===== src/rtl/apb_regbank_slv.sv =====
// APB completer: read-only ID register plus a byte-strobed register bank.
// Programmable wait states; pready, prdata and pslverr are registered.
module apb_regbank_slv #(
  parameter int          D_WIDTH     = 64,
  parameter int          NREGS       = 16,
  parameter logic [31:0] BASE_ADDR   = 32'h0000_0000,
  parameter int          WAIT_STATES = 2,
  parameter logic [63:0] ID_VALUE    = 64'hA5B0_0001_0000_0001
) (
  input  logic                     pclk,
  input  logic                     presetn,
  input  logic [31:0]              paddr,
  input  logic                     psel,
  input  logic                     penable,
  input  logic                     pwrite,
  input  logic [D_WIDTH-1:0]       pwdata,
  input  logic [D_WIDTH/8-1:0]     pstrb,
  output logic                     pready,
  output logic [D_WIDTH-1:0]       prdata,
  output logic                     pslverr,
  output logic [NREGS*D_WIDTH-1:0] reg_q
);

  localparam int BW = D_WIDTH / 8;
  localparam int AW = $clog2(BW);
  localparam int IW = $clog2(NREGS);
  localparam logic [31:0] SPAN = 32'(NREGS * BW);
  localparam logic [3:0] WS = 4'(WAIT_STATES);
  localparam logic [D_WIDTH-1:0] ID =
    ID_VALUE[D_WIDTH-1:0];

  typedef enum logic [1:0] {
    S_IDLE,
    S_WAIT,
    S_RESP
  } state_e;

  state_e               state_q;
  logic [3:0]           cnt_q;
  logic                 pready_q;
  logic                 pslverr_q;
  logic [D_WIDTH-1:0]   prdata_q;
  logic [D_WIDTH-1:0]   regs_q [1:NREGS-1];

  logic [31:0]          off;
  logic [IW-1:0]        idx;
  logic                 mis;
  logic                 oor;
  logic                 bad;
  logic                 hit;
  logic                 wr_en;
  logic [D_WIDTH-1:0]   rd_val;

  assign off    = paddr - BASE_ADDR;
  assign idx    = off[AW +: IW];
  assign mis    = |off[AW-1:0];
  assign oor    = off >= SPAN;
  assign bad    = mis | oor | (pwrite & (idx == '0));
  assign hit    = psel & penable;
  assign rd_val = reg_q[idx*D_WIDTH +: D_WIDTH];

  // Slot 0 is the constant ID; it has no storage behind it.
  assign reg_q[D_WIDTH-1:0] = ID;
  for (genvar k = 1; k < NREGS; k++) begin : g_flat
    assign reg_q[k*D_WIDTH +: D_WIDTH] = regs_q[k];
  end

  always_ff @(posedge pclk or negedge presetn) begin
    if (!presetn) begin
      state_q   <= S_IDLE;
      cnt_q     <= '0;
      pready_q  <= 1'b0;
      pslverr_q <= 1'b0;
      prdata_q  <= '0;
    end else begin
      unique case (state_q)
        S_IDLE: begin
          if (hit) begin
            state_q <= S_WAIT;
            cnt_q   <= WS;
          end
        end
        S_WAIT: begin
          if (!hit) begin
            state_q <= S_IDLE;
          end else if (cnt_q == '0) begin
            state_q   <= S_RESP;
            pready_q  <= 1'b1;
            pslverr_q <= bad;
            prdata_q  <= (pwrite | bad) ? '0 : rd_val;
          end else begin
            cnt_q <= cnt_q - 4'd1;
          end
        end
        S_RESP: begin
          state_q   <= S_IDLE;
          pready_q  <= 1'b0;
          pslverr_q <= 1'b0;
          prdata_q  <= '0;
        end
        default: state_q <= S_IDLE;
      endcase
    end
  end

  // The write lands on the completing edge, only if the master held the beat.
  assign wr_en = (state_q == S_RESP) & hit & pwrite & ~bad;

  always_ff @(posedge pclk or negedge presetn) begin
    if (!presetn) begin
      for (int k = 1; k < NREGS; k++) begin
        regs_q[k] <= '0;
      end
    end else if (wr_en) begin
      for (int k = 1; k < NREGS; k++) begin
        for (int i = 0; i < BW; i++) begin
          if (idx == IW'(k) && pstrb[i]) begin
            regs_q[k][8*i +: 8] <= pwdata[8*i +: 8];
          end
        end
      end
    end
  end

  assign pready  = pready_q;
  assign prdata  = prdata_q;
  assign pslverr = pslverr_q;

endmodule


===== config.mk =====
export PLATFORM = sky130hd
export DESIGN_NAME = apb_regbank_slv
export DESIGN_NICKNAME = d
export VERILOG_FILES = /design/src/rtl/apb_regbank_slv.sv
export SDC_FILE = /design/constraint.sdc
export NUM_CORES = 2
export LEC_CHECK = 0
export ABC_AREA = 1
export CORE_AREA = 2 2 472 474
export CTS_BUF_LIST = sky130_fd_sc_hd__clkbuf_4 sky130_fd_sc_hd__clkbuf_8 sky130_fd_sc_hd__clkbuf_16
export DETAILED_ROUTE_END_ITERATION = 7
export DIE_AREA = 0 0 474 476
export SYNTH_ARGS = -nofsm -noshare
export SYNTH_HDL_FRONTEND = slang
export SYNTH_SLANG_ARGS = --single-unit

===== constraint.sdc =====
create_clock -name pclk -period 4.6 [get_ports pclk]
set_input_delay 0.46 -clock pclk [delete_from_list [all_inputs] [get_ports pclk]]
set_output_delay 0.46 -clock pclk [all_outputs]
set_load 0.01 [all_outputs]

==> results.yml <==
cts:
  cts_tree: "built"
  cts_root_buf: "clkbuf_16"
  clock-sinks: 1032
  clkSlewWorstSetupHoldPaths_ns: 0.06
  cts_hold_buf: 1
  cts_buffers: 120
  cts_setup_buffers: 0
  cts-resized-gates: 0
  clk_path_buf_depth: 3
  worstSkewPairLatency_ns: 0.77
  htreeDepth: 3
floorplanning:
  fp.dieW_um: 474
  coreArea_um2: 221000
  start_util: 0.230
  rows: 173
  ios: 1199
  die_area_um2: 226000
  die_h_um: 476
setup_path:
  critPathMaxFanout: 15
  cp.required_ns: 5.25
  cp_common_cell: "nand2_1"
  crit_buf_inv: 2
  critPathSlowestCell: "nor2_1"
  path_class: "in2reg"
  cp-end-kind: "flop"
  max_stage_delay_ns: 0.75
  cp_cell_sequence: "clkdlybuf4s50_1 > nand2_1 > inv_4 > nand2_2 > nor2_1 > nand4_1 > nand2_1 > nand2_1"
  r2r_end: "reg_q[143]$_DFFE_PN0P_"
  r2r_setup_slack_ns: 1.98
  crit_family: "simple AND/OR/NAND/NOR gates"
  arrival_ns: 3.55
  rr_startpoint: "state_q[0]$_DFFE_PN0P_"
  cp-start-kind: "input port"
  r2r_cells: 7
synth:
  async_flop_share: 1.00
  syn-mean-instance-area_um2: 7.57
  ys_seq_elements: 1032
  yosysSeqAreaShare: 0.507
  yosysWarnings: 0
  netlist_area_um2: 50900
  syn_inst: 6723
  synth_edf_count: 0
  synth_top_flop_cell: "dfrtp_1"
  yosysUniqueCellTypes: 35
job:
  cap_violations: 0
final_layout:
  regArea_um2: 25800
  mostFrequentLayoutCell: "nand2_1"
  drive_gt1_frac: 0.0789
  multi_input_area_um2: 22800
  finalNonFillerCells: 10800
  finalNetCount: 7857
  fin_util: 0.316
  mostFrequentLayoutCells: "nand2_1 (2590), clkdlybuf4s50_1 (1131), dfrtp_1 (1032)"
  n_fill_cell: 23200
  area_growth_pct: 37.0
  postLayoutCellArea_um2: 69700
timing:
  fin_crit_ns: 2.90
  finalCritPeriodShare: 0.631
  clock.fmax_ghz: 0.345
  fin_setup_tns_ns: 0
  hold_ws_ns: 0.346
  tightest_slew_ns: 1.23
  finalSetupViolations: 0
  slew_viol_final: 0
  rsz0062_at_grt: "no"
  hold_viol: 0
  fin_worst_skew_ns: 0.0557
  relSlewSlack: 0.168
routing:
  drc: 0
  routed_wirelength_um: 296000
  drt_iter0_drc: 6959
  ant_nets: 0
  avgRoutedWirePerCell_um: 27.4
  vias: 55100
  avgViaCountPerCell: 5.09
  firstDrtPassIters: 6
global_routing:
  grt_max_degree: 163
  grt.total_usage: 0.252
  grt_pass1_wl_um: 409000
  grt_antenna_before_repair: 6
  gr-total-overflow: 0
  grt_pass1_vias: 51700
placed_design:
  placedCellCount: 10600
  gp_routability_congestion: 1.01
  dp_hpwl_um: 217000
  port_buffers: 1134
  placed_area_um2: 65600
power:
  p_leak_nw: 34.9
  powerDensity_nw_per_um2: 300
  ir_worst_vdd_mv: 0.284
outcome:
  status: "finished, final reports clean"
hold_path:
  worstHoldPathType: "in2async"
## worst max path at each step
stage | from | to | cells after the start
6_report | paddr[5] | reg_q[826]$_DFFE_PN0P_ | 8
5_1_grt | paddr[6] | reg_q[826]$_DFFE_PN0P_ | 8
4_1_cts | paddr[6] | reg_q[826]$_DFFE_PN0P_ | 8
3_5_place_dp | paddr[6] | reg_q[826]$_DFFE_PN0P_ | 8
3_3_place_gp | paddr[6] | reg_q[829]$_DFFE_PN0P_ | 8
2_1_floorplan | paddr[4] | reg_q[832]$_DFFE_PN0P_ | 9
## sequential cells by signal, indices dropped and copies added (netlist names)
register  cells
reg_q       960
prdata       64
cnt_q         4
state_q       2
pready        1
pslverr       1
## stage by stage
stage | power, mW | worst slack (ns)
6_report | 20.9 | 1.70
5_1_grt | 21.5 | 1.53
4_1_cts | 21.0 | 1.61
3_5_place_dp | 11.1 | 0.739
2_1_floorplan | 10.1 | 2.75
3_3_place_gp | 11.0 | 0.865
## cell usage after synthesis (13+ instances only)
| library cell | number | area (um^2) |
|---|---|---|
| a21oi_1 | 56 | 280 |
| buf_1 | 19 | 71.3 |
| buf_2 | 188 | 941 |
| buf_4 | 70 | 526 |
| clkbuf_1 | 168 | 631 |
| dfrtp_1 | 1032 | 25800 |
| inv_1 | 91 | 342 |
| inv_2 | 14 | 52.6 |
| nand2_1 | 2593 | 9730 |
| nand2_2 | 13 | 81.3 |
| nand3_1 | 968 | 4840 |
| nand4_1 | 79 | 494 |
| nand4_2 | 41 | 513 |
| nor2_1 | 764 | 2870 |
| nor2_2 | 82 | 513 |
| nor2_4 | 34 | 383 |
| o21ai_0 | 358 | 1790 |
| o21ai_1 | 13 | 65.1 |
| o22ai_1 | 73 | 457 |
| or2_2 | 45 | 282 |
## cell type report
class,instances,share of cell area
antenna,5,0.000179
multi-input combinational,5198,0.327
sequential,1032,0.370
inverter,107,0.00590
clock buffer,182,0.0531
tap,2975,0.0534
timing repair buffer,1287,0.185
clock inverter,38,0.00569
## logic make-up after synthesis
group / count (synthesis) / synth area share
other: 2 / 0.000148
buffers and inverters: 555 / 0.0511
AOI/OAI and AO/OA: 501 / 0.0511
adders and majority gates: 2 / 0.000492
and+or+nand+nor: 4631 / 0.390
DFF: 1032 / 0.507
## per-layer routing
metal  global-route usage  up-vias  wire (um)
met4                0.140        2      18500
li1                     -    23800          -
met1                0.313    27000     112000
met2                0.394     3716     132000
met5                    0        -         13
met3               0.0733      606      33600
## power breakdown
| group | internal [mW] | leakage [nW] | switching [mW] |
|---|---|---|---|
| clock network | 5.77 | 2.08 | 4.25 |
| registers | 9.09 | 14.4 | 0.00619 |
| logic | 0.411 | 18.4 | 1.39 |
Power figures use the tool's default switching activity.
